<file path="config.mk">
export PLATFORM = sky130hd
export DESIGN_NAME = tnn_neuron_accum
export DESIGN_NICKNAME = d
export VERILOG_FILES = /design/src/rtl/tnn_neuron_accum.sv
export SDC_FILE = /design/constraint.sdc
export NUM_CORES = 1
export LEC_CHECK = 0
export ABC_AREA = 1
export CAP_MARGIN = 0
export CORE_ASPECT_RATIO = 0.6
export CORE_UTILIZATION = 39
export CTS_CLUSTER_DIAMETER = 30
export DETAILED_ROUTE_END_ITERATION = 6
export GPL_TIMING_DRIVEN = 0
export SYNTH_ARGS = -nofsm -noshare
export SYNTH_HDL_FRONTEND = slang
export SYNTH_SLANG_ARGS = --single-unit
</file>
<file path="constraint.sdc">
create_clock -name clk -period 5.5 [get_ports clk]
set_input_delay 0.825 -clock clk [delete_from_list [all_inputs] [get_ports clk]]
set_output_delay 0.825 -clock clk [all_outputs]
set_load 0.1 [all_outputs]
</file>
<file path="src/rtl/tnn_neuron_accum.sv">
// Ternary-neuron accumulate/threshold stage fed by pairs of 18-input popcounts.
// Sums (pos - neg) over up to MAX_CHUNKS beats, then emits a ternary activation
// together with the final sum through a valid/ready handshake.
// Optional build macro: TNN_ACC_SATURATE_EN selects a clamping accumulator
// (default build wraps at ACC_W bits).
module tnn_neuron_accum #(
    parameter int unsigned PC_W       = 5,
    parameter int unsigned ACC_W      = 10,
    parameter int          THR_HI     = 2,
    parameter int          THR_LO     = -2,
    parameter int unsigned MAX_CHUNKS = 8
) (
    input  logic             clk,
    input  logic             rst,
    input  logic             in_valid,
    output logic             in_ready,
    input  logic [PC_W-1:0]  in_pos,
    input  logic [PC_W-1:0]  in_neg,
    input  logic             in_last,
    output logic             out_valid,
    input  logic             out_ready,
    output logic [1:0]       out_act,
    output logic [ACC_W-1:0] out_sum,
    output logic             out_trunc
);

    localparam int unsigned CNT_W = (MAX_CHUNKS > 1) ? $clog2(MAX_CHUNKS) : 1;
    localparam logic [CNT_W-1:0] LAST_CNT = CNT_W'(MAX_CHUNKS - 1);
    localparam logic signed [ACC_W-1:0] THR_HI_A = ACC_W'(THR_HI);
    localparam logic signed [ACC_W-1:0] THR_LO_A = ACC_W'(THR_LO);
`ifdef TNN_ACC_SATURATE_EN
    localparam logic signed [ACC_W-1:0] ACC_MAX = {1'b0, {(ACC_W-1){1'b1}}};
    localparam logic signed [ACC_W-1:0] ACC_MIN = {1'b1, {(ACC_W-1){1'b0}}};
`endif

    localparam logic [1:0] ACT_POS  = 2'b01;
    localparam logic [1:0] ACT_NEG  = 2'b11;
    localparam logic [1:0] ACT_ZERO = 2'b00;

    typedef enum logic [0:0] {
        ST_ACC  = 1'b0,
        ST_HOLD = 1'b1
    } state_t;

    state_t                  state;
    state_t                  state_nxt;
    logic signed [ACC_W-1:0] acc;
    logic signed [ACC_W:0]   nxt_wide;
    logic signed [ACC_W-1:0] nxt;
    logic [CNT_W-1:0]        chunk_cnt;
    logic                    accept;
    logic                    final_beat;
    logic [1:0]              act_nxt;

    // State register
    always_ff @(posedge clk) begin
        if (rst) begin
            state <= ST_ACC;
        end else begin
            state <= state_nxt;
        end
    end

    // Next-state: close an evaluation on its final beat, release on out_ready
    always_comb begin
        state_nxt = state;
        case (state)
            ST_ACC:  if (accept && final_beat) state_nxt = ST_HOLD;
            ST_HOLD: if (out_ready)            state_nxt = ST_ACC;
            default: state_nxt = ST_ACC;
        endcase
    end

    // Handshake outputs decoded straight from the state flop
    always_comb begin
        in_ready  = 1'b0;
        out_valid = 1'b0;
        case (state)
            ST_ACC:  in_ready  = 1'b1;
            ST_HOLD: out_valid = 1'b1;
            default: in_ready  = 1'b0;
        endcase
    end

    // Beat sum one bit wider than acc so the overflow is visible before wrap/clamp
    always_comb begin
        accept     = in_valid && in_ready;
        final_beat = in_last || (chunk_cnt == LAST_CNT);
        nxt_wide   = (ACC_W+1)'(acc) + (ACC_W+1)'(in_pos) - (ACC_W+1)'(in_neg);
`ifdef TNN_ACC_SATURATE_EN
        if (nxt_wide > (ACC_W+1)'(ACC_MAX)) begin
            nxt = ACC_MAX;
        end else if (nxt_wide < (ACC_W+1)'(ACC_MIN)) begin
            nxt = ACC_MIN;
        end else begin
            nxt = ACC_W'(nxt_wide);
        end
`else
        nxt = ACC_W'(nxt_wide);
`endif
        if (nxt > THR_HI_A) begin
            act_nxt = ACT_POS;
        end else if (nxt < THR_LO_A) begin
            act_nxt = ACT_NEG;
        end else begin
            act_nxt = ACT_ZERO;
        end
    end

    // Accumulator, beat counter and result registers
    always_ff @(posedge clk) begin
        if (rst) begin
            acc       <= '0;
            chunk_cnt <= '0;
            out_act   <= ACT_ZERO;
            out_sum   <= '0;
            out_trunc <= 1'b0;
        end else if (accept) begin
            if (final_beat) begin
                acc       <= '0;
                chunk_cnt <= '0;
                out_sum   <= nxt;
                out_act   <= act_nxt;
                out_trunc <= ~in_last;
            end else begin
                acc       <= nxt;
                chunk_cnt <= chunk_cnt + CNT_W'(1);
            end
        end
    end

endmodule

</file>
# After elaboration in Yosys (flattened, before gate mapping)
# Index checks and enable logic that the tools add are counted.
# word_totals
ff_bits	27
out_inout_bits	15
# op_classes
n_addsub	3
n_lt_le_gt_ge	2
eq_ne	1
mux	9
bitwise_logic	2
n_reduce_logical	4
# op_table
op	n
adder 10 x 6 -> 10 bit	1
> comparator 10 x 3 -> 1 bit, second input constant	1
< comparator 10 x 2 -> 1 bit, second input constant	1
two-way mux 10 bit	1
subtractor 10 x 5 -> 10 bit	1
two-way mux 1 bit	4
two-way mux 2 bit	2
adder 3 x 1 -> 3 bit, second input constant	1
== test 3 bit, second input constant	1
two-way mux 3 bit	1
logical AND 1 bit	2
NOT 1 bit	2
one-hot mux 1 bit (2 select lines)	1
AND reduction 2 bit	1
logical OR 1 bit	1

# Depth between registers and ports, before layout
# logic_depth
word_depth	5
depth_mapped	15
ltp_nobuf	15

# Least setup slack after synthesis
# OpenSTA, ideal clock, no wires.
# synth_path
path_kind	input to register
start	input in_pos[1]
end	register out_act[0]
arrival_ps	2644
required_ps	5376
setup_slack_ps	2732
path_stages	13
cell_sequence	inv_1 fa_1 inv_1 fa_1 nand2_1 inv_1 nor2_2 nand3_1 nand3b_1 nor2_1 nand4_1 nand2_2 a21oi_2
# synth_between
elab_chain_cells	5
word_cells_on_any_way	6
# synth_lines
element	line_no	source
start, declared	17	input logic [PC_W-1:0] in_pos,
adder 10 x 6 -> 10 bit *	89	nxt_wide = (ACC_W+1)'(acc) + (ACC_W+1)'(in_pos) - (ACC_W+1)'(in_neg);
subtractor 10 x 5 -> 10 bit *	89	
< comparator 10 x 2 -> 1 bit	103	end else if (nxt < THR_LO_A) begin
two-way mux 2 bit	103	
two-way mux 2 bit *	101	if (nxt > THR_HI_A) begin
end signal, assigned	123	out_act <= act_nxt;
end, declared	22	output logic [1:0] out_act,
# Mark *: on every way between the ends. The rest lies on a longest branch, timed or not.
# A chain may end at the register's enable or synchronous reset.

# Worst setup path after layout
# Same ends and word-level chain as after synthesis.

==> flow_summary_export.csv <==
group,metric,value,unit
cells_and_area,drive_gt1_share,6.23,%
clock_network,cts.clk_slew.worst_paths,0.10,ns
setup_path,max_stage_delay,0.53,ns
floorplan,die_area,0.00489,sq mm
route,vias_per_cell,4.63,
logic_synthesis,yosysWarningCount,0,
logic_synthesis,syn-num-nets,304,
route,dr.first_iter.drc_count,130,
job,drv_cap,0,
setup_path,crit_arrival,3.36,ns
global_routing,antenna_found_initial,0,
floorplan,io_pins,30,
cells_and_area,diodes,0,
clock_network,clkSinkCount,27,
timing,drv_slew,0,
setup_path,startpoint_type,"input port",
placement,dpl_worst_slack,2.01,ns
timing,hold_violations,0,
timing,fmax,314,MHz
route,drtAntennaViolNets,0,
global_routing,overflow,0,
clock_network,tritoncts,"built",
logic_synthesis,synth_seq_cells,27,
logic_synthesis,yosys-top-cells-area,"dfxtp_1 30%, nand2_1 16%, inv_1 11%, ha_1 8.4%, a21oi_1 5.6%",
cells_and_area,fillerInstances,418,
setup_path,cp_top_family,"adder cells",
power,p_total,0.685,mW
cells_and_area,final_cells,365,
timing,min_period_over_period,57.9,%
global_routing,grt_max_degree,18,
setup_path,path_class,"input port to flop",
cells_and_area,fin_area,0.00221,sq mm
route,routed_wirelength,4350,um
cells_and_area,area_growth_syn_to_layout,23.1,%
cells_and_area,layout_common_cells,"75 x nand2_1, 53 x inv_1, 29 x clkdlybuf4s50_1",
timing,tightestPinTransition,0.979,ns
min_path,hp-class,"flop to flop",
global_routing,grt_pass1_vias,1458,
placement,gp_congestion,0.804,
setup_path,path_cells,"clkdlybuf4s50_1 -> inv_1 -> fa_1 -> inv_1 -> fa_1 -> nand2_1 -> inv_1 -> nor2_2 -> nand3_1 -> nand3b_1 -> nor2_1 -> nand4_1 -> nand2_2 -> a21oi_2",
setup_path,worstSetupEndpointType,"flop",
logic_synthesis,netlist_area,0.00180,sq mm
route,vias,1690,
global_routing,grt.total_usage,19.4,%
timing,fin_setup_tns,0,ns
clock_network,htree_levels,1,
route,firstDrtPassIters,4,
setup_path,cp.required,5.68,ns
logic_synthesis,syn_area_per_cell,6.61,sq um
timing,setup_viol,0,
clock_network,cts-resized-gates,0,
logic_synthesis,ys_seq_area_share,30.1,%
timing,slew_headroom,34.5,%
timing,setup_ws,2.32,ns
setup_path,slowest_stage,"fa_1",
run_status,status,"finished clean",
floorplan,core-area,0.00426,sq mm
setup_path,crit_top_cell,"inv_1",
logic_synthesis,yosysTopAreaCell,"dfxtp_1",
clock_network,tritoncts.num_buffers,3,
placement,hpwl,3440,um
floorplan,die_w,89.6,um
global_routing,grt_first_pass_wirelength,6870,um
setup_path,cp_num_buf_inv,4,
placement,placed_area,0.00216,sq mm
cells_and_area,nets,338,
power,p_leak,1.11,nW
timing,skew,0.00566,ns
placement,placed_cells,361,
clock_network,cts_hold_buf,0,
power,peakVddDrop,0.200,mV
floorplan,row_count,18,
clock_network,cts_buffer_depth,2,
power,power_density,310,mW/mm^2
setup_path,critical_path.max_fanout,4,
route,wl_per_cell,11.9,um
cells_and_area,layout_commonest_cell,"nand2_1",
floorplan,die_h,54.6,um
floorplan,start_util,42.2,%
logic_synthesis,synth_cells,272,
clock_network,cts-root-buf,"clkbuf_8",
timing,period_needed,3.18,ns
timing,rsz0062_at_grt,"no",
route,drc,0,
clock_network,postCtsSetupBuffers,0,
clock_network,clock_latency,0.28,ns
logic_synthesis,synth_top_area_share,30.1,%
logic_synthesis,synthDistinctLibCells,23,
placement,portBuffers,29,
==> area by class of cell <==
type | instances | area (sq um) | area share (%)
multi-input combinational | 184 | 1020 | 46.3
tap | 60 | 75.1 | 3.39
sequential | 27 | 541 | 24.4
timing repair buffer | 29 | 290 | 13.1
buffer | 6 | 26.3 | 1.19
clock buffer | 3 | 41.3 | 1.87
inverter | 55 | 206 | 9.33
clock inverter | 1 | 8.76 | 0.396
==> synthesized netlist by cell type, drive strengths merged <==
master and instances:
o21ai 8, ha 12, o21bai 1, a21oi 21, nand3b 1, nand4 3
nor3 1, dfxtp 27, a311oi 1, o211ai 6, xor2 1, buf 3
nand3 22, nand2 79, fa 5, nor2 23, clkbuf 3, inv 55
==> routing by layer <==
metal / track usage (%) / wire, um / vias up
met5: 0 / 0 / -
met4: 1.59 / 12 / 0
met3: 4.68 / 337 / 2
met2: 27.1 / 1520 / 40
met1: 30.5 / 2480 / 736
li1: - / - / 912
==> cell families (layout without fill, tap and decap cells) <==
group	Yosys count	after routing	share of synthesized area [%]
xor gates and xnor gates	1	1	0.488
and+or+nand+nor	129	129	30.9
DFF	27	27	30.1
buffers and inverters	61	94	13.0
adders and majority gates	17	17	13.9
AOI/OAI and AO/OA	37	37	11.7
==> worst paths after layout <==
path	startpoint	to	slack, ns	depth (start not counted)
setup / recovery	in_pos[1]	out_act[0]$_SDFFE_PP0P_	2.32	14
hold / removal	acc[3]$_SDFFE_PP0P_	acc[3]$_SDFFE_PP0P_	0.47	2
setup reg to reg	acc[1]$_SDFFE_PP0P_	out_act[0]$_SDFFE_PP0P_	3.03	13
hold reg to reg	acc[3]$_SDFFE_PP0P_	acc[3]$_SDFFE_PP0P_	0.47	2
==> worst reg2reg max path, delay by kind of cell (launching register included) <==
kind | cells | cell delay, ns
compound gates | 1 | 0.05
fa+ha+maj | 2 | 0.98
buf+inv | 3 | 0.17
simple gates | 7 | 0.85
flops | 1 | 0.34
==> flip-flops by register name, indices dropped and copies added, names as in the netlist <==
signal     count
acc           10
chunk_cnt      3
out_act        2
out_sum       10
out_trunc      1
state          1
==> stage by stage <==
stage | hold WS, ns | util [%]
floorplan | 0.443 | -
global placement | 0.457 | 50.8
detailed placement | 0.457 | 50.8
CTS | 0.473 | 52.0
global route | 0.498 | 52.0
finish | 0.471 | 52.0
==> report_power, final <==
part / switching [mW] / total (mW) / internal, mW
registers: 0.00937 / 0.221 / 0.212
clock network: 0.0697 / 0.123 / 0.0533
logic: 0.238 / 0.341 / 0.103
total: 0.317 / 0.685 / 0.369
Power figures use the tool's default switching activity.
